===== config.mk =====
export PLATFORM = sky130hd
export DESIGN_NAME = time_keeper
export DESIGN_NICKNAME = d
export VERILOG_FILES = /design/src/rtl/time_keeper.sv
export SDC_FILE = /design/constraint.sdc
export NUM_CORES = 1
export LEC_CHECK = 0
export CAP_MARGIN = 10
export CORE_UTILIZATION = 40
export DETAILED_ROUTE_END_ITERATION = 10
export PLACE_DENSITY = 0.69
export SLEW_MARGIN = 0
export SYNTH_ARGS = -nofsm -noshare
export SYNTH_HDL_FRONTEND = slang
export SYNTH_SLANG_ARGS = --single-unit

===== constraint.sdc =====
create_clock -name clk -period 2.5 [get_ports clk]
set_input_delay 0.375 -clock clk [delete_from_list [all_inputs] [get_ports clk]]
set_output_delay 0.375 -clock clk [all_outputs]
set_load 0.01 [all_outputs]

===== src/rtl/time_keeper.sv =====
// 12-hour BCD time-of-day counter with a clock prescaler for the one-second base.
// Time-set mode loads a sanitized external value; run mode advances once per CLK_DIV cycles.
module time_keeper #(
  parameter int unsigned CLK_DIV = 50000000
) (
  input  logic        clk,
  input  logic        rst,
  input  logic [1:0]  STATE,
  input  logic [18:0] timeset,
  output logic [18:0] time_out,
  output logic        sec_tick
);

  localparam int unsigned PW = $clog2(CLK_DIV);
  localparam logic [PW-1:0] PrescMax = PW'(CLK_DIV - 1);

  logic [18:0]   time_d, time_q;
  logic [PW-1:0] presc_d, presc_q;
  logic          tick_d, tick_q;

  // Illegal fields load as zero; an hour past 11 loads as 00.
  function automatic logic [18:0] sanitize(input logic [18:0] t);
    logic [3:0] s1, m1;
    logic [2:0] s10, m10;
    logic [4:0] hr;
    s1  = (t[3:0]   > 4'd9) ? 4'd0 : t[3:0];
    s10 = (t[6:4]   > 3'd5) ? 3'd0 : t[6:4];
    m1  = (t[10:7]  > 4'd9) ? 4'd0 : t[10:7];
    m10 = (t[13:11] > 3'd5) ? 3'd0 : t[13:11];
    if ((t[18] && (t[17:14] > 4'd1)) || (!t[18] && (t[17:14] > 4'd9))) begin
      hr = 5'd0;
    end else begin
      hr = t[18:14];
    end
    return {hr, m10, m1, s10, s1};
  endfunction

  function automatic logic [18:0] incr(input logic [18:0] t);
    logic [3:0] s1, m1, h1;
    logic [2:0] s10, m10;
    logic       h10;
    {h10, h1, m10, m1, s10, s1} = t;
    if (s1 != 4'd9) begin
      s1 = s1 + 4'd1;
    end else begin
      s1 = 4'd0;
      if (s10 != 3'd5) begin
        s10 = s10 + 3'd1;
      end else begin
        s10 = 3'd0;
        if (m1 != 4'd9) begin
          m1 = m1 + 4'd1;
        end else begin
          m1 = 4'd0;
          if (m10 != 3'd5) begin
            m10 = m10 + 3'd1;
          end else begin
            m10 = 3'd0;
            if (!h10 && (h1 == 4'd9)) begin
              h10 = 1'b1;
              h1  = 4'd0;
            end else if (h10 && (h1 == 4'd1)) begin
              h10 = 1'b0;
              h1  = 4'd0;
            end else begin
              h1 = h1 + 4'd1;
            end
          end
        end
      end
    end
    return {h10, h1, m10, m1, s10, s1};
  endfunction

  always_comb begin
    time_d  = time_q;
    presc_d = presc_q;
    tick_d  = 1'b0;
    if (STATE == 2'b01) begin
      time_d  = sanitize(timeset);
      presc_d = '0;
    end else if (presc_q == PrescMax) begin
      presc_d = '0;
      time_d  = incr(time_q);
      tick_d  = 1'b1;
    end else begin
      presc_d = presc_q + PW'(1);
    end
  end

  always_ff @(posedge clk) begin
    if (rst) begin
      time_q  <= '0;
      presc_q <= '0;
      tick_q  <= 1'b0;
    end else begin
      time_q  <= time_d;
      presc_q <= presc_d;
      tick_q  <= tick_d;
    end
  end

  assign time_out = time_q;
  assign sec_tick = tick_q;

endmodule


## Word level (Yosys, flattened, before mapping)

Index checks and enable logic that the tools add are counted.

| operators by class | value |
|---|---|
| reduce and logical (&&, ||, !) cells | 16 |
| magnitude comparators | 6 |
| equal/unequal tests | 12 |
| mux-type cells | 30 |
| add/subtract/negate cells | 6 |

Operator list:

| kind | count |
|---|---|
| two-way mux 4 bit | 12 |
| two-way mux 19 bit | 2 |
| adder 26 x 1 -> 26 bit, second input constant | 1 |
| equality test 26 bit, second input constant | 1 |
| two-way mux 3 bit | 8 |
| adder 4 x 1 -> 4 bit, second input constant | 3 |
| > comparator 4 bit, second input constant | 3 |
| != test 2 bit, second input constant | 4 |
| != test 4 bit, second input constant | 2 |
| two-way mux 1 bit | 7 |
| adder 3 x 1 -> 3 bit, second input constant | 2 |
| > comparator 3 bit, second input constant | 2 |
| != test 3 bit, second input constant | 2 |
| AND reduction 6 bit | 1 |
| two-way mux 5 bit | 1 |
| AND reduction 5 bit | 1 |
| equality test 4 x 1 -> 1 bit, second input constant | 1 |
| equality test 4 bit, second input constant | 1 |
| > comparator 4 x 1 -> 1 bit, second input constant | 1 |
| logical AND 1 bit | 4 |
| AND reduction 4 bit | 1 |
| AND reduction 3 bit | 1 |
| nonzero test 3 bit | 1 |
| OR reduction 3 bit | 1 |
| 6 further kinds | 7 |

| word-level totals | value |
|---|---|
| output and inout bits | 20 |
| logic and storage cells | 78 |
| register bits | 46 |
| input port bits | 23 |

## Depth between registers and ports, before layout

| logic depth | value |
|---|---|
| depth after elaboration | 10 |
| mapped depth | 9 |
| mapped depth without buffers | 7 |

## Worst setup path after synthesis

No wires, ideal clock.

| timing | value |
|---|---|
| kind | register to register |
| start point | register presc_q[11] |
| end point | register time_q[2] (netlist: time_out[2]) |
| stages on the path, launching flop included | 7 |
| required time | 2.438 ns |
| setup slack | -0.017 ns |
| library setup time | 0.062 ns |
| buffers on the path | 1 |
| arrival time | 2.456 ns |
| period minus slack after synthesis | 2.517 ns |
| path through | dfxtp_1 -> or4_1 -> or4_4 -> or3_1 -> buf_2 -> or4_1 -> nand3_1 |

| on the way | value |
|---|---|
| cells in the longest elaborated chain, start to end | 2 |

Ends and longest elaborated chain:

| what | RTL line | source |
|---|---|---|
| start, declared | 18 | `logic [PW-1:0] presc_d, presc_q;` |
| start signal, assigned | 98 | `presc_q <= presc_d;` |
| equality test 26 bit | 82 | `end else if (presc_q == PrescMax) begin` |
| nonzero test 2 bit (no source line) | -- |  |
| end signal, assigned | 97 | `time_q <= time_d;` |
| end, declared | 17 | `logic [18:0] time_d, time_q;` |

Every way passes these cells.
A chain may end at the register's enable or synchronous reset.

## Worst setup path after layout

| timing | value |
|---|---|
| start point | register presc_q[16] |
| end point | register time_q[2] (netlist: time_out[2]) |

Same word-level chain as after synthesis.

==> results.sh <==
export IMPL_status="completed"
export IMPL_worst_slew_pin_slew_ps=434
export IMPL_regToRegEndpoint="time_out[2]"
export IMPL_p_sw_uw=347
export IMPL_postPlaceCellArea_sq_mm=0.00314
export IMPL_vias=2450
export IMPL_worstPathMaxFanout=5
export IMPL_firstDrtPassIters=4
export IMPL_pwr_share_seq_pct=52.1
export IMPL_cts_tree="done"
export IMPL_combPwrFrac_pct=12.3
export IMPL_slowest_stage="or4_4"
export IMPL_synth_common_cells="46 x dfxtp_1, 43 x nor2_1, 27 x nand2_1"
export IMPL_diodes=0
export IMPL_min_period_over_period_pct=96.5
export IMPL_wl_per_cell_um=13.4
export IMPL_cp_arrival_ps=2660
export IMPL_grt_max_degree=28
export IMPL_synth_top_area_share_pct=36.8
export IMPL_area_growth_pct=31.5
export IMPL_clk_pin_slew_ps=80
export IMPL_design_area_sq_mm=0.00329
export IMPL_fin_cells=445
export IMPL_synthSimpleGateAreaFrac_pct=31.7
export IMPL_critPathKind="flip-flop to flip-flop"
export IMPL_fp_dieH_um=81.1
export IMPL_synth_edf_count=0
export IMPL_drive_gt1_share_pct=10.3
export IMPL_h_tree_depth=2
export IMPL_ir_drop_mv=0.240
export IMPL_antenna_found_initial=0
export IMPL_yosysTopAreaCell="dfxtp_1"
export IMPL_power_internal_mw=1.13
export IMPL_yosys_area_share_adder_pct=1.50
export IMPL_gr_total_overflow=0
export IMPL_io_pins=43
export IMPL_synth_most_common_cell="dfxtp_1"
export IMPL_synth_area_mux_share_pct=0.800
export IMPL_synth_compound_area_share_pct=15.6
export IMPL_max_stage_delay_ps=560
export IMPL_final_hold_violation_count=0
export IMPL_post_route_min_period_ps=2410
export IMPL_clock_path_buffers=2
export IMPL_die_x_um=81.1
export IMPL_cts_sinks=46
export IMPL_hp_class="flip-flop to flip-flop"
export IMPL_p_per_area_mw_per_mm2=447
export IMPL_synth_cell_area_sq_mm=0.00250
export IMPL_drt_iter0_drc=97
export IMPL_fmax_ghz=0.414
export IMPL_synth_area_leaders="dfxtp_1 37%, nor2_1 6.4%, xor2_1 5.6%, xnor2_1 4.5%, nand2_1 4.0%"
export IMPL_leakagePower_nw=1.15
export IMPL_synth_async_sr_flop_share_pct=0
export IMPL_coreArea_sq_mm=0.00599
export IMPL_gp_congestion=0.812
export IMPL_cts_buffers=5
export IMPL_tns_ps=0
export IMPL_switching_share_pct=23.6
export IMPL_initial_core_util_pct=41.8
export IMPL_synthXorXnorAreaFrac_pct=10.1
export IMPL_start_kind="flip-flop"
export IMPL_place_hpwl_mm=4.32
export IMPL_grt_pass1_wl_mm=9.78
export IMPL_synth_top_family_by_area="simple AND/OR/NAND/NOR gates"
export IMPL_pwr_share_clk_pct=35.5
export IMPL_grt_pass1_vias=2146
export IMPL_ys_warnings_count=0
export IMPL_synthFlopType="dfxtp_1"
export IMPL_drc=0
export IMPL_r2r_setup_slack_ps=90
export IMPL_avgViaCountPerCell=5.51
export IMPL_crit_family="simple AND/OR/NAND/NOR gates"
export IMPL_antenna_left=0
export IMPL_syn_avg_cell_area_sq_um=8.08
export IMPL_hold_path_end="presc_q[0]"
export IMPL_slew_violations=0
export IMPL_setup_viol=0
export IMPL_clockRootBuffer="clkbuf_8"
export IMPL_ys_ff_latch=46
export IMPL_place_inst=434
export IMPL_dieArea_sq_mm=0.00658
export IMPL_synth_seq_area_share_pct=36.8
export IMPL_row_count=28
export IMPL_rsz0062_at_grt="no"
export IMPL_io_buffers=42
export IMPL_syn_num_nets=336
export IMPL_fill_cells=563
export IMPL_min_delay_start="presc_q[0]"
export IMPL_insertion_delay_ps=300
export IMPL_relSlewSlack_pct=70.9
export IMPL_endpoint_kind="flip-flop"
export IMPL_drv_cap=0
export IMPL_gr_usage_all_layers_pct=19.3
export IMPL_cp_num_buf_inv=0
export IMPL_syn_inst=310
export IMPL_synthDistinctLibCells=51
export IMPL_reg2reg_from="presc_q[16]"
export IMPL_hold_depth=1
export IMPL_finish_net_count=395
export IMPL_routed_wl_mm=5.97
export IMPL_crit_chain="or4b_1 > or4_4 > or3_4 > or4_1 > nand3_1"
export IMPL_fin_skew_ps=5.34
export IMPL_cp_data_required_time_ps=2740
export IMPL_reg2reg_depth=5
## how the worst max path moves through the flow
| stage | endpoint | depth (start not counted) | slack, ps | start |
|---|---|---|---|---|
| floorplan | time_out[2] | 6 | 20 | presc_q[16] |
| global placement | time_out[2] | 5 | 90 | presc_q[16] |
| detailed placement | time_out[2] | 5 | 50 | presc_q[16] |
| CTS | time_out[2] | 5 | 30 | presc_q[16] |
| global route | time_out[2] | 5 | 10 | presc_q[16] |
| finish | time_out[2] | 5 | 90 | presc_q[16] |
## flip-flops by register name (all words and copies together) (netlist names)
name	count
presc_q	26
time_out	19
sec_tick	1
## through the flow
stage | power [mW] | util [%] | worst slack (ps) | hold WS [ps]
floorplan | 0.867 | - | 24.9 | 418
global placement | 0.964 | 52.5 | 88.5 | 432
detailed placement | 0.966 | 52.5 | 52.9 | 441
CTS | 1.49 | 54.3 | 32.6 | 463
global route | 1.54 | 55.0 | 11.2 | 477
finish | 1.47 | 55.0 | 87.1 | 458
## layer usage
layer | up-vias | track usage (%) | share of wire [%]
met4 | 0 | 6.07 | 1.1
met5 | - | 0 | 0
li1 | 1237 | - | -
met2 | 48 | 32.1 | 47
met1 | 1158 | 24.6 | 48
met3 | 7 | 4.16 | 4.5
## cells in the final DEF (no fill, tap or decap), drive strengths merged, types with 3 or more instances in the layout
| master | synthesis | layout |
|---|---|---|
| xor2 | 16 | 16 |
| nand3 | 20 | 20 |
| nor2 | 43 | 43 |
| a21oi | 12 | 12 |
| ha | 3 | 3 |
| inv | 8 | 8 |
| nor4 | 6 | 6 |
| nand2 | 27 | 27 |
| or4 | 3 | 3 |
| dfxtp | 46 | 46 |
| nand4 | 8 | 8 |
| nand3b | 5 | 5 |
| and2 | 4 | 4 |
| clkdlybuf4s50 | 0 | 42 |
| xnor2 | 13 | 13 |
| nand2b | 6 | 6 |
| or3 | 3 | 3 |
| clkbuf | 10 | 8 |
| nor3 | 9 | 9 |
| buf | 4 | 24 |
| o211ai | 3 | 3 |
| a211oi | 8 | 8 |
| and3 | 5 | 5 |
| o21ai | 11 | 11 |
| nor4b | 4 | 4 |
## layout make-up
| cell class | count | area, sq um | area share (%) |
|---|---|---|---|
| Tap cell | 75 | 93.8 | 2.85 |
| Clock buffer | 8 | 110 | 3.34 |
| Inverter | 8 | 30.0 | 0.912 |
| Multi-Input combinational cell | 242 | 1500 | 45.6 |
| Sequential cell | 46 | 921 | 28.0 |
| Timing Repair Buffer | 66 | 638 | 19.4 |
## timing repair
action | 4_1_cts | 5_1_grt
setup buffers | 0 | 3
setup endpoints to repair | 0 | 28
hold buffers | 0 | 0
gates resized for setup | 0 | 2
## worst reg2reg max path: cells and delay by family, from the launching register on
| kind | cells | cell delay, ps |
|---|---|---|
| simple gates | 5 | 2050 |
| flops | 1 | 310 |
## power by group through the flow
| stage | Combinational (mW) | Sequential (mW) | Clock, mW |
|---|---|---|---|
| 2_1_floorplan | 0.0795 | 0.787 | 0 |
| 3_3_place_gp | 0.179 | 0.785 | 0 |
| 3_5_place_dp | 0.181 | 0.785 | 0 |
| 4_1_cts | 0.182 | 0.768 | 0.541 |
| 5_1_grt | 0.199 | 0.771 | 0.570 |
| 6_report | 0.182 | 0.768 | 0.523 |
## cells by family (layout without fill, tap and decap cells)
family                     Yosys count  count (layout)
AOI/OAI and AO/OA                   57              57
xor gates and xnor gates            29              29
adders and majority gates            3               3
buffers and inverters               22              82
DFF                                 46              46
muxes                                2               2
and+or+nand+nor                    151             151
Power figures use the tool's default switching activity.
